--- config.mk ---
export PLATFORM = sky130hd
export DESIGN_NAME = palette_dbuf_flat
export DESIGN_NICKNAME = d
export VERILOG_FILES = /design/src/rtl/palette_dbuf_pkg.sv /design/src/rtl/palette_dbuf_if.sv /design/src/rtl/palette_dbuf_bank.sv /design/src/rtl/palette_dbuf.sv /design/src/flat_wrapper.sv
export SDC_FILE = /design/constraint.sdc
export NUM_CORES = 2
export LEC_CHECK = 0
export ABC_CLOCK_PERIOD_IN_PS = 13460
export CELL_PAD_IN_SITES_DETAIL_PLACEMENT = 2
export CELL_PAD_IN_SITES_GLOBAL_PLACEMENT = 2
export CORE_ASPECT_RATIO = 1.1
export CORE_MARGIN = 2
export CORE_UTILIZATION = 49
export CTS_CLUSTER_SIZE = 20
export DETAILED_ROUTE_END_ITERATION = 8
export PLACE_DENSITY_LB_ADDON = 0.2
export SYNTH_ARGS = -nofsm -noshare
export SYNTH_HDL_FRONTEND = slang
export SYNTH_SLANG_ARGS = --single-unit
--- constraint.sdc ---
create_clock -name clk -period 13.46 [get_ports clk]
set_input_delay 2.692 -clock clk [delete_from_list [all_inputs] [get_ports clk]]
set_output_delay 2.692 -clock clk [all_outputs]
set_load 0.05 [all_outputs]
--- src/rtl/palette_dbuf_pkg.sv ---
// palette_pkg: shared types and helpers for the double-buffered palette.
//   state_t        controller states (INIT / IDLE / COPY)
//   rgb_t          unpacked colour, channels right-aligned in 5-bit fields
//   pack_rgb       {r,g,b} -> packed entry for a given channel width
//   unpack_rgb     packed entry -> rgb_t for a given channel width
//   scale_default  pick entry k of a 16 x 12-bit default table and rescale it
package palette_pkg;

   typedef enum logic [1:0] {INIT, IDLE, COPY} state_t;

   typedef struct packed {
      logic [4:0] r;
      logic [4:0] g;
      logic [4:0] b;
   } rgb_t;

   // Sixteen 4-bit-per-channel defaults, entry k at bits [k*12 +: 12].
   localparam logic [16*12-1:0] DEFAULT_PAL_STD = {
      12'h444, 12'h088, 12'h808, 12'h880, 12'h008, 12'h080, 12'h800, 12'h888,
      12'hFFF, 12'h1FF, 12'hF1F, 12'hFF1, 12'h11F, 12'h1F1, 12'hF11, 12'h000};

   function automatic logic [14:0] pack_rgb(input logic [4:0] r, input logic [4:0] g,
                                            input logic [4:0] b, input int cb);
      return (15'(r) << (2*cb)) | (15'(g) << cb) | 15'(b);
   endfunction

   function automatic rgb_t unpack_rgb(input logic [14:0] e, input int cb);
      rgb_t        c;
      logic [14:0] m;
      m   = (15'(1) << cb) - 15'(1);
      c.r = 5'((e >> (2*cb)) & m);
      c.g = 5'((e >> cb) & m);
      c.b = 5'(e & m);
      return c;
   endfunction

   // Output bit j (counted from the MSB) takes source bit 3-(j%4). For cb<=4
   // that is plain MSB truncation; for cb=5 the top source bit is replicated
   // into the new LSB so full-scale stays full-scale.
   function automatic logic [14:0] scale_default(input logic [16*12-1:0] pal,
                                                 input int k, input int cb);
      logic [11:0] e;
      logic [3:0]  c4;
      logic [4:0]  ch [3];
      e = pal[k*12 +: 12];
      for (int c = 0; c < 3; c++) begin
         c4    = e[(2-c)*4 +: 4];
         ch[c] = '0;
         for (int j = 0; j < 5; j++)
            if (j < cb) ch[c][cb-1-j] = c4[3-(j%4)];
      end
      return pack_rgb(ch[0], ch[1], ch[2], cb);
   endfunction

endpackage

--- src/rtl/palette_dbuf_if.sv ---
// palette_dbuf_if: host register window plus video lookup bundle.
//   addr/wrdata/wren/rddata  byte-wide host access to the back bank
//   swap_req/vsync           bank-exchange request and its timing strobe
//   palidx/pal_r/g/b         video lookup (registered colour out)
//   busy/swap_pending        controller status
// master = host/video source, slave = palette_dbuf.
interface palette_dbuf_if #(
   parameter int IDX_W = 6,
   parameter int CB    = 4
);
   logic [IDX_W:0]   addr;
   logic [7:0]       wrdata;
   logic             wren;
   logic [7:0]       rddata;
   logic             swap_req;
   logic             vsync;
   logic [IDX_W-1:0] palidx;
   logic [CB-1:0]    pal_r;
   logic [CB-1:0]    pal_g;
   logic [CB-1:0]    pal_b;
   logic             busy;
   logic             swap_pending;

   modport master (
      output addr, wrdata, wren, swap_req, vsync, palidx,
      input  rddata, pal_r, pal_g, pal_b, busy, swap_pending
   );

   modport slave (
      input  addr, wrdata, wren, swap_req, vsync, palidx,
      output rddata, pal_r, pal_g, pal_b, busy, swap_pending
   );
endinterface

--- src/rtl/palette_dbuf_bank.sv ---
// palette_bank: NUM_ENTRIES x EW register-array RAM.
//   clk                     write clock
//   we/waddr/wdata          synchronous write port
//   raddr_a/rdata_a         asynchronous read (host read-back / copy source)
//   raddr_b/rdata_b         asynchronous read (video lookup)
// No reset: contents are established by the owning controller.
module palette_bank #(
   parameter int NUM_ENTRIES = 64,
   parameter int EW          = 12,
   parameter int AW          = $clog2(NUM_ENTRIES)
) (
   input  logic          clk,
   input  logic          we,
   input  logic [AW-1:0] waddr,
   input  logic [EW-1:0] wdata,
   input  logic [AW-1:0] raddr_a,
   output logic [EW-1:0] rdata_a,
   input  logic [AW-1:0] raddr_b,
   output logic [EW-1:0] rdata_b
);
   logic [EW-1:0] mem [NUM_ENTRIES];

   always_ff @(posedge clk)
      if (we) mem[waddr] <= wdata;

   assign rdata_a = mem[raddr_a];
   assign rdata_b = mem[raddr_b];
endmodule

--- src/rtl/palette_dbuf.sv ---
// palette_dbuf: double-buffered video palette.
//   clk, reset   system clock, synchronous active-high reset
//   bus (slave)  host byte window onto the back bank, swap control,
//                registered video lookup from the front bank, status.
// Host writes stage the low byte; the high-byte write commits the entry.
// A pending swap is taken on vsync; the controller then copies the new front
// into the new back so editing resumes from what is on screen. After reset
// both banks are filled from DEFAULT_PAL (repeating every 16 entries).
module palette_dbuf
   import palette_pkg::*;
#(
   parameter int               IDX_W       = 6,
   parameter int               CB          = 4,
   parameter logic [16*12-1:0] DEFAULT_PAL = DEFAULT_PAL_STD
) (
   input  logic           clk,
   input  logic           reset,
   palette_dbuf_if.slave  bus
);
   localparam int NUM_ENTRIES = 2**IDX_W;
   localparam int EW          = 3*CB;

   state_t           state, state_n;
   logic [IDX_W-1:0] i;
   logic             front_sel;
   logic [7:0]       stage;
   logic             swap_pending;
   logic             busy;
   logic             last;

   logic [1:0]                 we;
   logic [1:0][IDX_W-1:0]      waddr, raddr_a;
   logic [1:0][EW-1:0]         wdata, rd_a, rd_b;
   logic [15:0][EW-1:0]        dflt;

   logic [IDX_W-1:0] entry;
   logic             idle, commit, stage_ld, do_swap;
   logic [EW-1:0]    host_ent, front_a, front_v, back_a;
   logic [15:0]      back_word;
   logic [3:0]       dsel;
   rgb_t             fv;
   logic [CB-1:0]    pal_r, pal_g, pal_b;

   // ---- default table, resolved at elaboration ----
   for (genvar k = 0; k < 16; k++) begin : g_dflt
      assign dflt[k] = EW'(scale_default(DEFAULT_PAL, k, CB));
   end

   assign entry    = bus.addr[IDX_W:1];
   assign idle     = (state == IDLE);
   assign last     = (i == IDX_W'(NUM_ENTRIES-1));
   assign commit   = bus.wren &  bus.addr[0] & idle;
   assign stage_ld = bus.wren & ~bus.addr[0] & idle;
   assign do_swap  = idle & swap_pending & bus.vsync;
   assign host_ent = EW'({bus.wrdata, stage});
   assign dsel     = 4'(i);

   // Bank roles follow front_sel; everything below uses the pre-swap value,
   // so a commit in the swap cycle lands in the bank about to become front.
   assign front_a  = rd_a[front_sel];
   assign front_v  = rd_b[front_sel];
   assign back_a   = rd_a[~front_sel];

   // ---- FSM: state register ----
   always_ff @(posedge clk)
      if (reset) state <= INIT;
      else       state <= state_n;

   // ---- FSM: next state ----
   always_comb begin
      state_n = state;
      unique case (state)
         INIT:    if (last)    state_n = IDLE;
         IDLE:    if (do_swap) state_n = COPY;
         COPY:    if (last)    state_n = IDLE;
         default:              state_n = INIT;
      endcase
   end

   // ---- FSM: outputs ----
   always_comb busy = (state != IDLE);

   // ---- sequencing state ----
   // i sits at 0 in IDLE and wraps back to 0 after the last entry, so every
   // INIT/COPY pass starts at entry 0 without an explicit clear.
   always_ff @(posedge clk) begin
      if (reset) begin
         i            <= '0;
         front_sel    <= 1'b0;
         stage        <= '0;
         swap_pending <= 1'b0;
      end else begin
         i            <= busy ? i + 1'b1 : '0;
         if (do_swap)  front_sel <= ~front_sel;
         if (stage_ld) stage     <= bus.wrdata;
         swap_pending <= bus.swap_req | (swap_pending & ~do_swap);
      end
   end

   // ---- bank port steering ----
   // Only the front bank's host/copy port needs the copy counter; the back
   // bank's port keeps serving host read-back.
   always_comb begin
      for (int k = 0; k < 2; k++)
         raddr_a[k] = (state == COPY && k == int'(front_sel)) ? i : entry;
   end

   always_comb begin
      for (int k = 0; k < 2; k++) begin
         we[k]    = 1'b0;
         waddr[k] = entry;
         wdata[k] = host_ent;
         unique case (state)
            INIT: begin
               we[k]    = 1'b1;
               waddr[k] = i;
               wdata[k] = dflt[dsel];
            end
            COPY: begin
               we[k]    = (k != int'(front_sel));
               waddr[k] = i;
               wdata[k] = front_a;
            end
            default: we[k] = commit & (k != int'(front_sel));
         endcase
      end
   end

   for (genvar k = 0; k < 2; k++) begin : g_bank
      palette_bank #(.NUM_ENTRIES(NUM_ENTRIES), .EW(EW)) u_bank (
         .clk     (clk),
         .we      (we[k]),
         .waddr   (waddr[k]),
         .wdata   (wdata[k]),
         .raddr_a (raddr_a[k]),
         .rdata_a (rd_a[k]),
         .raddr_b (bus.palidx),
         .rdata_b (rd_b[k])
      );
   end

   // ---- host read-back ----
   assign back_word  = 16'(back_a);
   assign bus.rddata = bus.addr[0] ? back_word[15:8] : back_word[7:0];

   // ---- video lookup, blanked while the banks are being rewritten ----
   assign fv = unpack_rgb(15'(front_v), CB);

   always_ff @(posedge clk) begin
      if (reset || busy) begin
         pal_r <= '0;
         pal_g <= '0;
         pal_b <= '0;
      end else begin
         pal_r <= CB'(fv.r);
         pal_g <= CB'(fv.g);
         pal_b <= CB'(fv.b);
      end
   end

   assign bus.pal_r        = pal_r;
   assign bus.pal_g        = pal_g;
   assign bus.pal_b        = pal_b;
   assign bus.busy         = busy;
   assign bus.swap_pending = swap_pending;
endmodule
--- src/flat_wrapper.sv ---
// flat-port wrapper written by rule: the top's interface ports become plain ports
module palette_dbuf_flat import palette_pkg::*;
#(
   parameter int               IDX_W       = 6,
   parameter int               CB          = 4,
   parameter logic [16*12-1:0] DEFAULT_PAL = DEFAULT_PAL_STD
)
  (clk, reset, bus_addr, bus_wrdata, bus_wren, bus_swap_req, bus_vsync, bus_palidx, bus_rddata, bus_pal_r, bus_pal_g, bus_pal_b, bus_busy, bus_swap_pending);
  palette_dbuf_if #(.IDX_W(IDX_W), .CB(CB)) bus_i ();
  input  logic clk;
  input  logic reset;
  input wire logic [$bits(bus_i.addr)-1:0] bus_addr;
  input wire logic [$bits(bus_i.wrdata)-1:0] bus_wrdata;
  input wire logic [$bits(bus_i.wren)-1:0] bus_wren;
  input wire logic [$bits(bus_i.swap_req)-1:0] bus_swap_req;
  input wire logic [$bits(bus_i.vsync)-1:0] bus_vsync;
  input wire logic [$bits(bus_i.palidx)-1:0] bus_palidx;
  output wire logic [$bits(bus_i.rddata)-1:0] bus_rddata;
  output wire logic [$bits(bus_i.pal_r)-1:0] bus_pal_r;
  output wire logic [$bits(bus_i.pal_g)-1:0] bus_pal_g;
  output wire logic [$bits(bus_i.pal_b)-1:0] bus_pal_b;
  output wire logic [$bits(bus_i.busy)-1:0] bus_busy;
  output wire logic [$bits(bus_i.swap_pending)-1:0] bus_swap_pending;
  assign bus_i.addr = bus_addr;
  assign bus_i.wrdata = bus_wrdata;
  assign bus_i.wren = bus_wren;
  assign bus_i.swap_req = bus_swap_req;
  assign bus_i.vsync = bus_vsync;
  assign bus_i.palidx = bus_palidx;
  assign bus_rddata = bus_i.rddata;
  assign bus_pal_r = bus_i.pal_r;
  assign bus_pal_g = bus_i.pal_g;
  assign bus_pal_b = bus_i.pal_b;
  assign bus_busy = bus_i.busy;
  assign bus_swap_pending = bus_i.swap_pending;
  palette_dbuf #(.IDX_W(IDX_W), .CB(CB), .DEFAULT_PAL(DEFAULT_PAL)) u_core (.clk(clk), .reset(reset), .bus(bus_i));
endmodule
==> reports/summary.txt <==
Setup TNS Final = 0 ns
Slew @ Worst Pin = 1.58 ns
Critical path startpoint category = input pin
Clock skew = 0.0394 ns
Critical path depth = 11
Synth area leader = edfxtp_1
Worst hold endpoint = u_core.stage[3]
ANT nets after route = 0
Worst Setup Slack, final = 1.95 ns
Count leader, synth = edfxtp_1
R2r endpoint = u_core.g_bank[1].u_bank.mem[17][0]
Routed Wire Length = 318000 um
Seq cells post-synth = 1576
Worst path max stage delay = 1.22 ns
CP Data Required Time = 10.77 ns
DRT iter0 DRCs = 9056
Max Clk Rate = 86.9 MHz
Hold path depth = 2
Reg-to-reg critical path startpoint = u_core.state[1]
Post-CTS setup buffers = 0
RSZ-0062 raised after global routing = no
Failing checks = max-capacitance violations, max-slew violations
Max Cap Viol = 1
Sw Pwr = 2.98 mW
Comb pwr share = 0.107
Slowest cell on crit path = a41oi_1
Post-Place Worst Slack = 2.33 ns
Final nets = 4614
YS warnings = 0
Slew Limit Headroom = -0.0655
Port Buffers = 47
Number of H-tree levels = 4
Die area = 154000 um2
Synth cell types = 67
Status = finished with violations
Share of total power in sequential cells = 0.486
Crit. End Element = primary output
Cells after synthesis = 4486
Synth cell count leaders = edfxtp_1, nand2_1, mux4_2
CTS Buffer Depth = 3
Fillers = 12.8k
Area occupied by multi-input gates = 26000 um2
CTS root buf = clkbuf_16
CTS tree = built
Post-synth ARST share = 0
Syn avg cell area = 16.5 um2
Vias in the first global route = 52.4k
Post-layout min period = 11.51 ns
Worst-path clk slew = 0.07 ns
Die Y-Extent = 412 um
Largest net degree at the start of global routing = 127
Rows = 149
Worst-path cell chain = clkdlybuf4s50_1, a21oi_4, buf_4, nand2_1, a311oi_1, o211ai_1, a41oi_1, or4_1, o211ai_1, a211oi_1, clkdlybuf4s50_1
Crit-path leading delay family = compound AO/OA/AOI/OAI gates
WP buf/inv = 3
Hold WC Path Type = flop to flop
Gpl congestion = 0.955
Most area-consuming cells after synthesis = edfxtp_1, mux4_2, mux2i_1
Syn nets = 4519
Initial core utilization = 0.494
R2R setup slack = 6.15 ns
Area Overhead vs Synth = 11.9%
Total power = 11.5 mW
CTS sink cnt = 1576
Final setup fails = 0
WL per Instance = 47.5 um
Worst path arrival time = 8.82 ns
CP Class = input pin to primary output
R2R depth = 12
Initial antenna violation count = 25
Primary FF master, synth = edfxtp_1
Worst skew pair latency = 0.85 ns
Register area share after synthesis = 0.633
Gr usage total = 0.412
Vias per inst = 7.73
First-pass GRT wire length = 438000 um
Sw frac = 0.259
Pins Over Slew Limit = 2
Post-cts sizing count = 0
Remaining DRCs = 0
P per Cell Area = 139 nW/um2
Static Leak = 27.2 nW
DP Wirelength = 201000 um
Router iterations before antenna repair = 6
Peak supply drop = 0.000136 V
Ports = 48
Clock power share = 0.407
Hold Vio Cnt, Final = 0
Vias = 51.7k
Share of cells above drive strength 1 = 0.251
CTS Buf Count = 166
Core Region = 150000 um2
EDFF count, synth = 1536
Number of hold buffers added after CTS = 0
GRT Residual Overflow = 0
Die width = 375 um
Hold path start = u_core.stage[3]
Final worst path period share = 0.855
FF+latch area = 46900 um2
Hold WS = 0.506 ns
Mapped cell area = 74100 um2
Crit path max fanout = 22
Synth top area share = 0.623
Int Pwr = 8.52 mW
[layout by cell type (no fill, tap or decap), types with 9 or more instances in the layout]
master | netlist | routed
buf_12 | 0 | 10
a31oi_1 | 22 | 22
bufinv_16 | 0 | 13
o21ai_0 | 32 | 32
edfxtp_1 | 1536 | 1536
a22oi_1 | 10 | 10
a21oi_1 | 80 | 76
nor2_2 | 1 | 50
clkdlybuf4s50_1 | 0 | 41
nand4_1 | 44 | 44
o221ai_1 | 9 | 9
clkbuf_16 | 0 | 172
a211oi_1 | 21 | 17
a311oi_1 | 9 | 9
nor4_1 | 17 | 17
inv_1 | 17 | 17
clkinv_2 | 0 | 35
nor3_1 | 17 | 15
dfxtp_1 | 40 | 40
a32oi_1 | 151 | 151
o22ai_1 | 68 | 67
clkbuf_1 | 164 | 26
clkinv_1 | 1 | 37
nand2_1 | 668 | 668
mux2i_1 | 313 | 309
mux4_2 | 621 | 621
o211ai_1 | 9 | 9
mux2_2 | 19 | 18
nand2b_1 | 9 | 9
buf_4 | 9 | 196
nand3_1 | 96 | 96
nor2_1 | 233 | 183
[state kept, by name (all words and copies together) (netlist names), named ones only]
| signal | count |
|---|---|
| u_core.bus.pal_g | 4 |
| u_core.bus.pal_r | 4 |
| u_core.bus.pal_b | 4 |
| u_core.state | 2 |
| u_core.g_bank.u_bank.mem | 1536 |
| u_core.bus.swap_pending | 1 |
| u_core.front_sel | 1 |
| u_core.stage | 8 |
| u_core.i | 6 |
[kinds of logic (layout without fill, tap and decap cells)]
| kind of cell | after synthesis | after routing | synth area share |
|---|---|---|---|
| AOI/OAI and AO/OA | 460 | 460 | 0.0449 |
| xor gates and xnor gates | 6 | 6 | 0.000709 |
| adders and majority gates | 7 | 7 | 0.00118 |
| buffers and inverters | 344 | 571 | 0.0207 |
| DFF | 1576 | 1576 | 0.633 |
| muxes | 957 | 957 | 0.235 |
| other | 0 | 8 | 0 |
| and+or+nand+nor | 1136 | 1136 | 0.0643 |
[power by group through the flow]
stage | clock (mW) | sequential (mW) | combinational, mW
6_report | 4.68 | 5.59 | 1.23
5_1_grt | 4.82 | 5.59 | 1.24
4_1_cts | 4.68 | 5.59 | 1.19
3_5_place_dp | 0 | 5.69 | 1.17
3_3_place_gp | 0 | 5.68 | 1.13
2_1_floorplan | 0 | 5.72 | 0.647
[layer usage]
| metal | track usage | share of wire | routed length [um] |
|---|---|---|---|
| met4 | 0.216 | 0.063 | 20100 |
| met5 | 0.0105 | 0.00035 | 111 |
| met2 | 0.623 | 0.45 | 143000 |
| met3 | 0.132 | 0.14 | 43300 |
| met1 | 0.535 | 0.35 | 111000 |
[worst max-delay path by stage]
stage                           start                                 to  slack [ns]
after global placement    bus_addr[1]                      bus_rddata[0]        2.41
after global routing      bus_addr[1]                      bus_rddata[0]        2.06
after floorplan           bus_addr[2]  u_core.g_bank[0].u_bank.mem[0][6]        2.31
after detailed placement  bus_addr[1]                      bus_rddata[0]        2.33
after CTS                 bus_addr[1]                      bus_rddata[0]        2.26
final                     bus_addr[1]                      bus_rddata[0]        1.95
[metrics by stage]
| stage | instance area [um2] | util | cells |
|---|---|---|---|
| 2_1_floorplan | 74100 | - | 4486 |
| 3_3_place_gp | 77600 | 0.517 | 6376 |
| 3_5_place_dp | 77600 | 0.517 | 6376 |
| 4_1_cts | 82900 | 0.552 | 6676 |
| 5_1_grt | 82900 | 0.552 | 6682 |
| 6_report | 82900 | 0.553 | 6684 |
[layout make-up]
class                      count  share of cell area
multi-input combinational   2566               0.314
antenna                        8            0.000241
timing repair buffer         253              0.0259
sequential                  1576               0.566
inverter                      18            0.000815
tap                         1963              0.0296
clock buffer                 201              0.0536
clock inverter                99              0.0102
[worst reg2reg max path, stage by stage, from the launching register on]
cell and delay (ns):
dfxtp_1 0.67, or3b_1 0.41, buf_4 0.31, a21oi_4 0.87, buf_4 0.52, nand2_1 0.12, a311oi_1 0.31, o211ai_1 0.41
a41oi_1 1.22, nor3_1 0.31, o21ai_0 0.30, o22a_4 0.45, buf_4 0.95
No activity file was read; power rests on OpenSTA's default activity.
